===== config.mk =====
export PLATFORM = sky130hd
export DESIGN_NAME = mem_block_copy
export DESIGN_NICKNAME = d
export VERILOG_FILES = /design/src/rtl/mem_pkg.sv /design/src/rtl/mem_addr_counter.sv /design/src/rtl/mem_block_copy.sv
export SDC_FILE = /design/constraint.sdc
export NUM_CORES = 1
export LEC_CHECK = 0
export ABC_AREA = 1
export CAP_MARGIN = 20
export CORE_MARGIN = 3
export CORE_UTILIZATION = 42
export CTS_BUF_LIST = sky130_fd_sc_hd__clkbuf_8 sky130_fd_sc_hd__clkbuf_16
export CTS_CLUSTER_DIAMETER = 30
export DETAILED_ROUTE_END_ITERATION = 6
export MAX_ROUTING_LAYER = met4
export PLACE_DENSITY = 0.68
export REMOVE_ABC_BUFFERS = 1
export SLEW_MARGIN = 0
export SYNTH_ARGS = -nofsm -noshare
export SYNTH_HDL_FRONTEND = slang
export SYNTH_SLANG_ARGS = --single-unit

===== constraint.sdc =====
create_clock -name clock -period 9.3 [get_ports clock]
set_input_delay 1.86 -clock clock [delete_from_list [all_inputs] [get_ports clock]]
set_output_delay 1.86 -clock clock [all_outputs]
set_load 0.1 [all_outputs]

===== src/rtl/mem_pkg.sv =====
// Shared definitions for the block-copy/fill engine: state encoding,
// command opcodes and default bus widths.
package mem_pkg;

  localparam int ADDR_W_DEF = 8;
  localparam int DATA_W_DEF = 8;

  localparam logic OP_COPY = 1'b0;
  localparam logic OP_FILL = 1'b1;

  typedef enum logic [1:0] {
    ST_IDLE  = 2'd0,
    ST_READ  = 2'd1,
    ST_WRITE = 2'd2,
    ST_DONE  = 2'd3
  } state_t;

endpackage


===== src/rtl/mem_addr_counter.sv =====
// Byte index for the engine: clear/increment register, terminal compare
// against the byte count, and the wrapping src+i / dst+i address adders.
module mem_addr_counter #(
  parameter int ADDR_W = 8
) (
  input  logic              clock,
  input  logic              reset,
  input  logic              clear,
  input  logic              inc,
  input  logic [ADDR_W-1:0] len,
  input  logic [ADDR_W-1:0] src_base,
  input  logic [ADDR_W-1:0] dst_base,
  output logic [ADDR_W-1:0] idx,
  output logic [ADDR_W-1:0] src_addr,
  output logic [ADDR_W-1:0] dst_addr,
  output logic              last
);

  localparam logic [ADDR_W-1:0] ONE = {{(ADDR_W-1){1'b0}}, 1'b1};

  logic [ADDR_W-1:0] idx_next;

  // Index register: cleared on command acceptance, stepped once per written byte.
  always_ff @(posedge clock or posedge reset) begin
    if (reset) begin
      idx <= '0;
    end else if (clear) begin
      idx <= '0;
    end else if (inc) begin
      idx <= idx_next;
    end
  end

  // Address arithmetic wraps at ADDR_W bits; last is true on the final byte.
  always_comb begin
    idx_next = idx + ONE;
    src_addr = src_base + idx;
    dst_addr = dst_base + idx;
    last     = (idx_next == len);
  end

endmodule


===== src/rtl/mem_block_copy.sv =====
// Block copy / fill bus master for the 8-bit data memory. Owns the memory
// port only while busy and keeps a wrapping checksum of the bytes it wrote.
//
// Handshake: start is a single-cycle command strobe honoured only in IDLE;
// the command fields must be valid in that cycle only. busy covers the
// READ/WRITE phase, done pulses for one cycle afterwards, and the two are
// never high together. checksum is final while done is high.
module mem_block_copy
  import mem_pkg::*;
#(
  parameter int ADDR_W = ADDR_W_DEF,
  parameter int DATA_W = DATA_W_DEF
) (
  input  logic              clock,
  input  logic              reset,
  input  logic              start,
  input  logic              op,
  input  logic [ADDR_W-1:0] src,
  input  logic [ADDR_W-1:0] dst,
  input  logic [ADDR_W-1:0] len,
  input  logic [DATA_W-1:0] fill_val,
  output logic              busy,
  output logic              done,
  output logic [DATA_W-1:0] checksum,
  output logic [ADDR_W-1:0] memAddress,
  output logic [DATA_W-1:0] memData,
  output logic              memWrite,
  input  logic [DATA_W-1:0] memOut,
  output state_t            state_dbg
);

  state_t state, state_n;

  logic              op_q;
  logic [ADDR_W-1:0] src_q, dst_q, len_q;
  logic [DATA_W-1:0] fill_q, data_q, sum_q;

  logic              accept;
  logic              cnt_clear, cnt_inc, cnt_last;
  logic [ADDR_W-1:0] cnt_idx, src_addr, dst_addr;
  logic [DATA_W-1:0] wr_data;

  mem_addr_counter #(.ADDR_W(ADDR_W)) u_cnt (
    .clock    (clock),
    .reset    (reset),
    .clear    (cnt_clear),
    .inc      (cnt_inc),
    .len      (len_q),
    .src_base (src_q),
    .dst_base (dst_q),
    .idx      (cnt_idx),
    .src_addr (src_addr),
    .dst_addr (dst_addr),
    .last     (cnt_last)
  );

  // State register; reset aborts any command and drops memWrite at once.
  always_ff @(posedge clock or posedge reset) begin
    if (reset) begin
      state <= ST_IDLE;
    end else begin
      state <= state_n;
    end
  end

  // Next state and memory port drive; the port is zero outside READ/WRITE.
  always_comb begin
    state_n    = state;
    accept     = 1'b0;
    cnt_clear  = 1'b0;
    cnt_inc    = 1'b0;
    memAddress = '0;
    memData    = '0;
    memWrite   = 1'b0;
    wr_data    = (op_q == OP_FILL) ? fill_q : data_q;
    case (state)
      ST_IDLE: begin
        if (start) begin
          accept    = 1'b1;
          cnt_clear = 1'b1;
          if (len == '0)           state_n = ST_DONE;
          else if (op == OP_FILL)  state_n = ST_WRITE;
          else                     state_n = ST_READ;
        end
      end
      ST_READ: begin
        memAddress = src_addr;
        state_n    = ST_WRITE;
      end
      ST_WRITE: begin
        memAddress = dst_addr;
        memData    = wr_data;
        memWrite   = 1'b1;
        cnt_inc    = 1'b1;
        if (cnt_last)              state_n = ST_DONE;
        else if (op_q == OP_FILL)  state_n = ST_WRITE;
        else                       state_n = ST_READ;
      end
      ST_DONE: begin
        state_n = ST_IDLE;
      end
      default: begin
        state_n = ST_IDLE;
      end
    endcase
  end

  // Command latch, read-data register and running checksum.
  always_ff @(posedge clock or posedge reset) begin
    if (reset) begin
      op_q   <= OP_COPY;
      src_q  <= '0;
      dst_q  <= '0;
      len_q  <= '0;
      fill_q <= '0;
      data_q <= '0;
      sum_q  <= '0;
    end else if (accept) begin
      op_q   <= op;
      src_q  <= src;
      dst_q  <= dst;
      len_q  <= len;
      fill_q <= fill_val;
      sum_q  <= '0;
    end else if (state == ST_READ) begin
      data_q <= memOut;
    end else if (state == ST_WRITE) begin
      sum_q  <= sum_q + wr_data;
    end
  end

  // Status outputs decoded straight from the state register.
  always_comb begin
    busy      = (state == ST_READ) || (state == ST_WRITE);
    done      = (state == ST_DONE);
    checksum  = sum_q;
    state_dbg = state;
  end

endmodule


==> run_results.csv <==
group,metric,value,unit
min_path,hold_path_depth,2,
detailed_routing,drc_errors,0,
sta,finalHoldViolCount,0,
clock_network,cts_setup_buffers,0,
clock_network,clkLatencyLatePin,0.33,ns
worst_setup_path,r2r_end,"u_cnt.idx[4]",
clock_network,clockBufferDepth,2,
clock_network,clk_pin_slew,0.06,ns
sta,fin_skew,0.00794,ns
global_route,grt_pass1_wl,15300,um
clock_network,ctsRootBufferMaster,"clkbuf_8",
sta,max_slew_margin,31.1,%
floorplan,core_area,7970,um2
sta,period_share,66.3,%
worst_setup_path,critPathTopFamily,"buffers and inverters",
floorplan,die_x,97.9,um
min_path,worstHoldEndpoint,"data_q[1]",
detailed_routing,vias,3438,
synth,netlist_instances,487,
worst_setup_path,crit_path_top_delay_cell,"clkdlybuf4s50_1",
global_route,grt.total_usage,20.3,%
worst_setup_path,rr_startpoint,"state_dbg[0]",
worst_setup_path,reg2reg_slack,6.73,ns
clock_network,htree_levels,3,
synth,syn_avg_cell_area,7.29,um2
synth,synth_cell_type_count,33,
synth,synth_most_common_cell,"nand2_1",
min_path,min_path_type,"register to register",
worst_setup_path,critPathRequiredTime,7.44,ns
synth,async_flop_share,100,%
sta,holdWs,0.477,ns
sta,worst_pin_slew,1.03,ns
layout,final_nets,625,
synth,synth_xor_area_share,1.87,%
worst_setup_path,path_cells,"inv_1, ha_1, inv_1, nand2_1, nand2_1, ha_1, a21o_1, a31oi_1, nor2_1, o21ai_0, nand2_1, nand2_1, nand2_1, nor2_1, clkdlybuf4s50_1",
sta,period_needed,6.16,ns
clock_network,cts_tree,"built",
synth,synth-compound-area-share,11.6,%
layout,antenna_cells,0,
synth,synthFlopType,"dfrtp_1",
detailed_routing,ant_nets,0,
synth,netlist_top_cells_count,"nand2_1 (197), dfrtp_1 (59), inv_1 (52), o21ai_0 (39), nand3_1 (25)",
worst_setup_path,r2r_cells,7,
global_route,antenna_found_initial,0,
synth,synth_area,3550,um2
worst_setup_path,path_class,"register to output port",
layout,area_growth,27.2,%
synth,synth_seq_cells,59,
worst_setup_path,path_max_fanout,16,
worst_setup_path,crit_buf_inv,3,
min_path,min-delay-start,"data_q[1]",
detailed_routing,wl_per_cell,13.8,um
layout,drive_gt1_share,4.96,%
floorplan,dieArea,9590,um2
synth,synthAdderAreaFrac,8.18,%
synth,synthSimpleGateAreaFrac,29.6,%
sta,fin_tns_setup,0,ns
sta,setup_viol,0,
detailed_routing,drt_iter0_drc,152,
synth,synth_warnings,0,
synth,synth_area_leaders,"dfrtp_1 (42%), nand2_1 (21%), ha_1 (7.0%)",
detailed_routing,vias_per_cell,5.16,
synth,yosysTopAreaCell,"dfrtp_1",
placed_design,place_inst,650,
floorplan,pin_count,73,
sta,grt_setup_unrepaired,"false",
synth,synth_mux_area_share,0,%
outcome,status,"complete, no violations",
floorplan,die_h,97.9,um
detailed_routing,wirelength,9200,um
sta,fmax,0.162,GHz
global_route,grt_max_degree,60,
worst_setup_path,arrival,4.30,ns
worst_setup_path,endpoint_kind,"output port",
synth,synth-edff-count,0,
sta,drv_slew,0,
worst_setup_path,crit_path_start_kind,"register",
floorplan,initial_utilization,44.6,%
clock_network,cts_sinks,59,
layout,stdcell_count,666,
run,drv_cap,0,
worst_setup_path,crit_path_frequent_cell,"nand2_1",
placed_design,portBuffers,72,
clock_network,hold_buffers,0,
synth,synth_top_family_by_area,"simple AND/OR/NAND/NOR gates",
synth,synth_top_area_share,41.6,%
synth,synth_seq_area_share,41.6,%
clock_network,ctsResizeCount,0,
floorplan,row_count,32,
worst_setup_path,slowest_delay,1.14,ns
placed_design,dp_hpwl,6840,um
detailed_routing,first_pass_iters,5,
global_route,grt_pass1_vias,3249,
clock_network,cts_made_buffers,9,
global_route,grt-ovfl-total,0,
placed_design,finalWeightedCongestion,0.944,
worst max path at each step:
stage / start / to / cells after the start
6_report: state_dbg[0] / memAddress[5] / 15
3_3_place_gp: state_dbg[0] / memAddress[5] / 15
2_1_floorplan: state_dbg[1] / memAddress[4] / 9
5_1_grt: state_dbg[0] / memAddress[5] / 15
4_1_cts: state_dbg[0] / memAddress[5] / 15
3_5_place_dp: state_dbg[0] / memAddress[5] / 15
state kept, by name (all words and copies together) (netlist names), 2 cells and up:
| signal | cells |
|---|---|
| checksum | 8 |
| dst_q | 8 |
| fill_q | 8 |
| u_cnt.idx | 8 |
| src_q | 8 |
| state_dbg | 2 |
| len_q | 8 |
| data_q | 8 |
routing by layer:
layer  GRT usage (%)  part of all wire, %
met1            26.6                   45
met2            31.9                   48
met3            4.21                  6.1
met4            5.96                 0.75
met5               -                    0
through the flow:
stage / utilization [%] / setup slack [ns] / cell area [um2]
6_report: 56.7 / 3.14 / 4520
2_1_floorplan: - / 2.40 / 3500
3_3_place_gp: 54.7 / 3.71 / 4360
4_1_cts: 56.7 / 3.14 / 4520
5_1_grt: 56.7 / 2.80 / 4520
3_5_place_dp: 54.7 / 3.51 / 4360
final cells by class:
type	count	area, um2
fill	758	3450
multi-input combinational	361	1820
sequential	59	1480
timing repair buffer	74	736
inverter	54	203
tap	102	128
clock buffer	9	124
clock inverter	7	30.0
tightest hold or removal path, stage by stage, from the launching register on:
cell	delay (ns)
dfrtp_1	0.34
nand2_1	0.05
nand2_1	0.05
kinds of logic after synthesis:
kind of cell / after synthesis
flops: 59
compound gates: 75
fa+ha+maj: 22
buf+inv: 67
xor+xnor: 6
simple gates: 258
layout by cell type (no fill, tap or decap), types with 4 or more instances in the layout:
cell             count
dfrtp_1             59
nand3_1             25
nor2_2               4
clkdlybuf4s50_1     72
a21oi_1             19
ha_1                20
o21ai_0             39
xor2_1               4
nor2_1              21
nand4_1              5
inv_1               55
nand2_1            197
clkbuf_8             9
Power is not shown: default switching activity piles up to over one toggle a cycle in this logic, so the estimate is an artifact.
